## src/rtl/sram_arb_pkg.sv

```systemverilog
`default_nettype none
// ============================================================================
// Module   : sram_arb_pkg
// Brief    : Shared types and default widths for the SRAM port arbiter.
// Revision : 1.0
// ============================================================================
package sram_arb_pkg;

    localparam int ADDR_W_DEF     = 32;
    localparam int DATA_W_DEF     = 32;
    localparam int STARVE_MAX_DEF = 4;
    localparam int STARVE_CNT_W   = 4;

    // Which port owns the read data returning from the SRAM this cycle
    typedef enum logic [1:0] {
        IDLE   = 2'd0,
        RESP_I = 2'd1,
        RESP_D = 2'd2
    } owner_state_t;

endpackage
`default_nettype wire

```

## src/rtl/sram_arb_starve_ctr.sv

```systemverilog
`default_nettype none
// ============================================================================
// Module   : sram_arb_starve_ctr
// Brief    : Counts consecutive denied fetch cycles; raises force_fetch at the limit.
// Revision : 1.0
// ============================================================================
module sram_arb_starve_ctr
    import sram_arb_pkg::*;
#(
    parameter int STARVE_MAX = STARVE_MAX_DEF
) (
    input  logic clk,
    input  logic reset,
    input  logic i_req,
    input  logic i_gnt,
    output logic force_fetch
);

    localparam logic [STARVE_CNT_W-1:0] MAX_CNT = STARVE_CNT_W'(STARVE_MAX);

    logic [STARVE_CNT_W-1:0] starve_cnt;

    always_ff @(posedge clk or posedge reset) begin
        if (reset) begin
            starve_cnt <= '0;
        end else if (!i_req || i_gnt) begin
            starve_cnt <= '0;
        end else if (starve_cnt != '1) begin
            starve_cnt <= starve_cnt + 1'b1;
        end
    end

    assign force_fetch = (starve_cnt == MAX_CNT);

endmodule
`default_nettype wire

```

## src/rtl/sram_port_arbiter.sv

```systemverilog
`default_nettype none
// ============================================================================
// Module   : sram_port_arbiter
// Brief    : Shares one single-port SRAM between fetch and data ports, data
//            priority. Define SRAM_ARB_STARVE_GUARD_EN to bound fetch starvation.
// Revision : 1.0
// ============================================================================
module sram_port_arbiter
    import sram_arb_pkg::*;
#(
    parameter int ADDR_W     = ADDR_W_DEF,
    parameter int DATA_W     = DATA_W_DEF,
    parameter int STARVE_MAX = STARVE_MAX_DEF
) (
    input  logic                clk,
    input  logic                reset,

    input  logic                i_req,
    input  logic [ADDR_W-1:0]   i_addr,
    output logic                i_gnt,
    output logic                i_rvalid,
    output logic [DATA_W-1:0]   i_rdata,

    input  logic                d_req,
    input  logic [DATA_W/8-1:0] d_wen,
    input  logic [ADDR_W-1:0]   d_addr,
    input  logic [DATA_W-1:0]   d_wdata,
    output logic                d_gnt,
    output logic                d_rvalid,
    output logic [DATA_W-1:0]   d_rdata,

    output logic                mem_en,
    output logic [DATA_W/8-1:0] mem_wen,
    output logic [ADDR_W-1:0]   mem_addr,
    output logic [DATA_W-1:0]   mem_wdata,
    input  logic [DATA_W-1:0]   mem_rdata
);

    if ((DATA_W % 8) != 0 || STARVE_MAX < 1 || STARVE_MAX > 15) begin : g_bad_params
        $error("sram_port_arbiter: illegal DATA_W or STARVE_MAX");
    end

    owner_state_t state;
    owner_state_t state_next;
    logic         force_fetch;

`ifdef SRAM_ARB_STARVE_GUARD_EN
    sram_arb_starve_ctr #(
        .STARVE_MAX (STARVE_MAX)
    ) u_starve_ctr (
        .clk         (clk),
        .reset       (reset),
        .i_req       (i_req),
        .i_gnt       (i_gnt),
        .force_fetch (force_fetch)
    );
`else
    assign force_fetch = 1'b0;
`endif

    // Grants are masked by reset so nothing reaches the SRAM while it is held
    always_comb begin
        i_gnt = 1'b0;
        d_gnt = 1'b0;
        if (!reset) begin
            if (d_req && !(force_fetch && i_req)) begin
                d_gnt = 1'b1;
            end else if (i_req) begin
                i_gnt = 1'b1;
            end
        end
    end

    always_comb begin
        mem_en    = i_gnt | d_gnt;
        mem_wen   = '0;
        mem_addr  = '0;
        mem_wdata = '0;
        if (d_gnt) begin
            mem_wen   = d_wen;
            mem_addr  = d_addr;
            mem_wdata = d_wdata;
        end else if (i_gnt) begin
            mem_addr  = i_addr;
        end
    end

    always_comb begin
        state_next = IDLE;
        if (i_gnt) begin
            state_next = RESP_I;
        end else if (d_gnt && (d_wen == '0)) begin
            state_next = RESP_D;
        end
    end

    always_ff @(posedge clk or posedge reset) begin
        if (reset) begin
            state <= IDLE;
        end else begin
            state <= state_next;
        end
    end

    assign i_rvalid = (state == RESP_I);
    assign d_rvalid = (state == RESP_D);
    assign i_rdata  = mem_rdata;
    assign d_rdata  = mem_rdata;

endmodule
`default_nettype wire

```

## config.mk

```make
export PLATFORM = sky130hd
export DESIGN_NAME = sram_port_arbiter
export DESIGN_NICKNAME = d
export VERILOG_FILES = /design/src/rtl/sram_arb_pkg.sv /design/src/rtl/sram_arb_starve_ctr.sv /design/src/rtl/sram_port_arbiter.sv
export SDC_FILE = /design/constraint.sdc
export NUM_CORES = 1
export LEC_CHECK = 0
export CORE_AREA = 2 2 106 108
export CTS_CLUSTER_DIAMETER = 60
export DETAILED_ROUTE_END_ITERATION = 8
export DIE_AREA = 0 0 108 110
export GPL_TIMING_DRIVEN = 1
export MAX_ROUTING_LAYER = met4
export PLACE_DENSITY = 0.57
export SKIP_LAST_GASP = 1
export SLEW_MARGIN = 20
export SYNTH_ARGS = -nofsm -noshare
export SYNTH_HDL_FRONTEND = slang
export SYNTH_SLANG_ARGS = --single-unit
```

## constraint.sdc

```tcl
create_clock -name clk -period 0.9 [get_ports clk]
set_clock_uncertainty 0.1 [all_clocks]
set_input_delay 0.135 -clock clk [delete_from_list [all_inputs] [get_ports clk]]
set_output_delay 0.135 -clock clk [all_outputs]
set_load 0.05 [all_outputs]
```

# After elaboration in Yosys (flattened, before gate mapping)

Index checks and enable logic that the tools add are counted.

Multiply operators: 0
Eq/ne operators: 2
Bitwise logic cells: 1
$lt $le $gt $ge: 0
Add/subtract/negate cells: 0
Multiplexer cells: 11
Shifts and indexed selects: 0
Reduce and logical (&&, ||, !) cells: 2
Div/mod/pow operators: 0

Operators by type and width:

| operator           | count |
|---|---|
| $mux 32            | 3 |
| $mux 1             | 5 |
| $logic_not 4->1    | 1 |
| $mux 2             | 2 |
| $mux 4             | 1 |
| $eq 2x1->1 const B | 1 |
| $eq 2x2->1 const B | 1 |
| $logic_and 1x1->1  | 1 |
| $or 1x1->1         | 1 |

Latch bits: 0
Output and inout bits: 137
Memories: 0
Register bits after elaboration: 2
RAM bits: 0
Input port bits: 136
ROM bits: 0

# Logic depth before layout (Yosys ltp)

Gate-level depths: netlist of the first run.

Depth in word-level cells: 5
Mapped depth: 4
Mapped depth without buffers: 2

# Least setup slack after synthesis of the first run

OpenSTA, ideal clock, no wires.

Path type: input to output
Start point: input i_req
End point: output mem_en
Cell stages on the path: 4
Data required time: 665 ps
Path slack: -473 ps
Path buffers: 2
Arrival time: 1,138 ps
Cell sequence: buf_2 -> buf_2 -> nor2_1 -> nor2_1

Cells in the longest elaborated chain, start to end: 4

RTL lines:

| what               | line                    | text |
|---|---|---|
| start: declaration | sram_port_arbiter.sv:18 | `input logic i_req,` |
| $mux 1             | sram_port_arbiter.sv:68 | `end else if (i_req) begin` |
| $mux 1             | sram_port_arbiter.sv:66 | `if (d_req && !(force_fetch && i_req)) begin` |
| $mux 1             | sram_port_arbiter.sv:65 | `if (!reset) begin` |
| $or 1x1->1         | sram_port_arbiter.sv:75 | `mem_en = i_gnt \| d_gnt;` |
| end: declaration   | sram_port_arbiter.sv:32 | `output logic mem_en,` |

Every way passes these cells.

# Worst setup path after layout of the first run

Start point: input d_req
End point: output mem_addr[29]

Cells in the longest elaborated chain, start to end: 4

RTL lines:

| what               | line                    | text |
|---|---|---|
| start: declaration | sram_port_arbiter.sv:24 | `input logic d_req,` |
| $mux 1             | sram_port_arbiter.sv:66 |  |
| $mux 1             | sram_port_arbiter.sv:65 |  |
| $mux 32            | sram_port_arbiter.sv:83 | `end else if (i_gnt) begin` |
| $mux 32 *          | sram_port_arbiter.sv:79 | `if (d_gnt) begin` |
| end: declaration   | sram_port_arbiter.sv:34 | `output logic [ADDR_W-1:0] mem_addr,` |

Mark *: on every way between the ends. The rest lies on a longest branch, timed or not.

==> flow_summary.toml, run 1 <==
[status]
outcome = "finished with violations"
violations = "setup timing"

[drt]
viasPerCell = 3.85
wl_per_cell_um = 17.2
via_count = 1635
drc = 0
postRouteAntennaNets = 0
drt_iter0_markers = 25
dr.pass1.iters = 2
wl_mm = 7.29

[floorplan]
die_width_um = 108
start_util_pct = 11.8
die-area_um2 = 11900
rows = 38
die_h_um = 110
ios = 273
coreArea_um2 = 10700

[cells_and_area]
fin_util_pct = 37.1
largest_register_ffs = 2
top_register = "state"
layout_commonest_cell = "clkdlybuf4s50_1"
largestRegisters = "state x2"
final-seq-area_um2 = 50.0
drive_above_1_share_pct = 62.7
layout_common_cells = "99 x clkdlybuf4s50_1, 80 x buf_12, 32 x a32o_2, 28 x and2_4, 10 x and2_2"
fillers = 1043
nets = 422
multi_input_area_um2 = 761
syn_to_final_growth_pct = 215

[setup_path]
cp_max_fo = 5
end_kind = "primary output"
arrival_ns = 1.07
crit_type = "input port to primary output"
crit_required_ns = 0.66
startpoint_type = "input port"

[min_path]
hold_class = "input port to primary output"
hp-start = "mem_rdata[17]"
min_path_cells = 0
hold_path_end = "d_rdata[17]"

[grt]
grt_pass1_wl_mm = 9.81
first_global_vias = 1768
antenna_found_initial = 1
grt_max_degree = 24
grt_overflow = 0
globalRouteTotalUtil_pct = 11.1

[yosys]
yosysTopAreaCellShare_pct = 40.6
netlist_area_um2 = 1260
syn_nets = 295
synth_warnings = 0
yosysSeqAreaShare_pct = 3.98
syn_inst = 159
ys_seq_elements = 2
syn_area_per_cell_um2 = 7.91
ys_types = 12
yosys.area.top_type = "buf_4"
synth.area.top_cells = "buf_4 41%, a32o_1 25%, and2_1 19%"

[placed_design]
port_buffers = 176
hpwl_mm = 5.65
place_congestion = 0.685

[power]
p_seq_share_pct = 3.4
power_density_nw_per_um2 = 701
internal_power_mw = 1.71
switching_share_pct = 38.7
clkPwrFrac_pct = 12.5
ir_drop_mv = 0.416
finalPower_mw = 2.78
switchingPower_mw = 1.08
p_leak_nw = 1.72
pwr-share-comb_pct = 84.1

[timing]
tightestPinTransition_ns = 0.241
relSlewSlack_pct = 83.8
setup_viol = 74
hold_violations = 0
finalCritPeriodShare_pct = 145
fmax_mhz = 769
fin_crit_ns = 1.30
setup_ws_ns = -0.401
finalMaxSlewViolations = 0
rsz0062_at_grt = "yes"

[clocking]
clockBufferDepth = 2
cts_sinks = 2
htreeDepth = 1
cts_buffers = 3
cts_tree = "built"
root_buffer = "clkbuf_8"

[flow_run]
maxCapViolations = 0
[through the flow]
step           instances  cell area, µm²  setup TNS (ns)  hold WS, ns  worst slack [ns]
2_1_floorplan        159            1400          -11.11       -0.224            -0.179
3_3_place_gp         406            3590          -54.15        0.170            -0.799
3_5_place_dp         406            3590          -54.42        0.170            -0.794
4_1_cts              421            3910          -25.35        0.170            -0.397
5_1_grt              425            3970          -27.82        0.170            -0.422
6_report             425            3970          -26.02        0.170            -0.401
[power by group through the flow]
stage / clock network, mW / registers [mW] / logic, mW
global placement: 0 / 0.0949 / 2.16
detailed placement: 0 / 0.0949 / 2.17
finish: 0.347 / 0.0951 / 2.34
floorplan: 0 / 0.0947 / 1.67
global route: 0.369 / 0.0954 / 2.42
CTS: 0.356 / 0.0950 / 2.33
[worst max path at each step]
| stage | from | endpoint | depth (start not counted) |
|---|---|---|---|
| after global placement | d_req | mem_addr[12] | 6 |
| after global routing | d_req | mem_addr[29] | 6 |
| after CTS | d_req | mem_wdata[4] | 6 |
| after floorplan | d_req | mem_wdata[23] | 4 |
| after detailed placement | d_req | mem_wdata[4] | 5 |
| final | d_req | mem_addr[29] | 6 |
[cell usage after synthesis]
master	instances
buf_6	7
buf_2	2
nor2b_1	3
nor4_1	1
nor2_1	2
a32o_1	32
inv_1	1
and2_1	38
clkbuf_1	2
dfrtp_1	2
nor2_2	1
buf_4	68
[worst max-delay path, cell delays in order]
cell and delay [ns]:
buf_8 0.10, nor2b_4 0.14, buf_8 0.15, clkbuf_16 0.16
a32o_2 0.24, buf_12 0.15
[final cells by class]
cell class	count	area share (%)
antenna	1	0.0631
tap	140	4.42
sequential	2	1.26
timing repair buffer	201	73.9
inverter	1	0.0946
clock buffer	3	1.04
multi-input combinational	77	19.2
[logic make-up after synthesis]
kind of cell           Yosys count  share of synthesized area [%]
buffers and inverters           80                           48.6
AND/OR/NAND/NOR                 45                           22.0
AO/OA/AOI/OAI                   32                           25.5
flip-flops                       2                           3.98
[what timing repair did]
item                                    in CTS  in global routing
gates cloned                                 5                  2
resized for setup                           31                  4
hold buffers                                 1                  0
endpoints found under the setup margin      75                 74
pin swaps                                   11                  4
hold endpoints to repair                     2                  0
buffers inserted                             8                  2
[routing by layer]
layer	vias to the layer above	routed length, µm	global-route usage, %
met5	-	0	-
met4	0	170	3.66
met3	34	795	3.29
met2	104	4040	22.0
met1	744	2280	10.0
li1	753	-	-
Power figures use the tool's default switching activity.
==> run 2, diff against run 1 <==
SLEW_MARGIN = unset   (was 20)
==> results of run 2 <==
No change in the layout: final DEF, timing and power equal those of run 1.
==> run 3, diff against run 2 <==
PLACE_DENSITY = 0.55   (was 0.57)
clock period = 1.2 ns   (was 0.9 ns; I/O delays follow)
==> run 3 against run 2 <==
  * The flow still finishes with violations (setup timing)
  * Worst setup slack better by 0.13 ns
  * First-iteration DRC count up 64%
  * Non-clock buffer count down 3
  * Utilization about the same
  * Critical endpoint is now mem_addr[25]
  * Largest cell class unchanged
  * Largest power group unchanged
==> flow_summary.toml, run 3 (synthesis results as in run 1) <==
[status]
outcome = "finished with violations"
violations = "setup timing"

[min_path]
hold_class = "input port to primary output"

[drt]
drt_iter0_markers = 41
drc = 0
met2_length_mm = 4.31
viasPerCell = 3.94
wl_met1_mm = 2.49
wl_mm = 7.83
via_count = 1658
postRouteAntennaNets = 0
dr_wl_met3_um = 850
wl_per_cell_um = 18.6
dr.pass1.iters = 4
highest_layer = "met4"

[timing]
setup_ws_ns = -0.267
relSlewSlack_pct = 81.6
setup_viol = 71
hold_violations = 0
fmax_mhz = 682
fin_crit_ns = 1.47
rsz0062_at_grt = "yes"
tightestPinTransition_ns = 0.273
finalMaxSlewViolations = 0
finalCritPeriodShare_pct = 122

[floorplan]
die_h_um = 110
ios = 273
start_util_pct = 11.8
coreArea_um2 = 10700
die-area_um2 = 11900
rows = 38
die_width_um = 108

[grt]
first_global_vias = 1782
grt_max_degree = 22
grt_pass1_wl_mm = 10.7
globalRouteTotalUtil_pct = 12.6
grt_overflow = 0
antenna_found_initial = 0

[power]
power_density_nw_per_um2 = 534
p_leak_nw = 1.72
finalPower_mw = 2.12
ir_drop_mv = 0.268

[flow_run]
maxCapViolations = 0

[placed_design]
port_buffers = 176
place_congestion = 0.687
hpwl_mm = 5.63

[cells_and_area]
nets = 419
layout_common_cells = "100 x clkdlybuf4s50_1, 81 x buf_12, 36 x and2_4, 32 x a32o_2, 7 x buf_16"
drive_above_1_share_pct = 62.3
fin_util_pct = 37.1
top_register = "state"
layout_commonest_cell = "clkdlybuf4s50_1"
syn_to_final_growth_pct = 215
antennaDiodeCount = 0
largestRegisters = "state x2"
largest_register_ffs = 2

[setup_path]
critPathMaxStageDelay_ns = 0.23
cp_max_fo = 8
startpoint_type = "input port"
end_kind = "primary output"
arrival_ns = 1.19
critPathBufInv = 5
crit_type = "input port to primary output"
cpLargestDelayFamily = "buffers and inverters"
crit_required_ns = 0.92
slowest_stage = "a32o_2"
crit_top_cell = "buf_12"
crit_chain = "buf_6 > nor2b_4 > buf_12 > buf_12 > buf_16 > a32o_2 > buf_12"

[clocking]
cts_sinks = 2
cts_buffers = 3
root_buffer = "clkbuf_8"
cts_tree = "built"
htreeDepth = 1
clockBufferDepth = 2
run 3: metrics by stage:
step,hold slack [ns],instance area (µm²),setup TNS (ns),worst slack [ns],instances
finish,0.260,3960,-10.29,-0.267,421
global route,0.260,3960,-12.48,-0.289,421
CTS,0.260,4000,-13.08,-0.284,423
detailed placement,0.260,3540,-42.69,-0.638,403
global placement,0.260,3540,-40.72,-0.604,403
floorplan,-0.179,1370,-0.297,-0.130,159
run 3: path summary, 6_finish.rpt:
check | from | to | cells after the start
worst max-delay path | d_req | mem_addr[25] | 7
min in group asynchronous | reset | state[0] | 4
max in group asynchronous | reset | state[1] | 4
worst min-delay path | mem_rdata[11] | d_rdata[11] | 0
run 3: final cells by class:
| cell class | instances | area, µm² |
|---|---|---|
| Clock buffer | 3 | 41.3 |
| Timing Repair Buffer | 198 | 2930 |
| Multi-Input combinational cell | 77 | 759 |
| Inverter | 1 | 3.75 |
| Sequential cell | 2 | 50.0 |
| Tap cell | 140 | 175 |
| Fill cell | 1033 | 6730 |
run 3: timing repair:
item                                    4_1_cts  5_1_grt
cloned                                        8        0
pin swaps                                    18        8
gates resized for setup                      58        5
endpoints found under the hold margin         2        0
hold buffers                                  1        0
endpoints found under the setup margin       75       73
buffers inserted                              8        0
run 3: where the power goes:
group	switching (mW)	total, mW	internal (mW)
logic	0.765	1.78	1.01
clock network	0.0557	0.268	0.212
registers	0.00189	0.0715	0.0696
total	0.822	2.12	1.29
run 3: metal layers:
layer | global-route usage (%) | vias up
met4 | 3.66 | 0
met3 | 3.23 | 24
met5 | - | -
met1 | 12.7 | 767
li1 | - | 749
met2 | 23.9 | 118
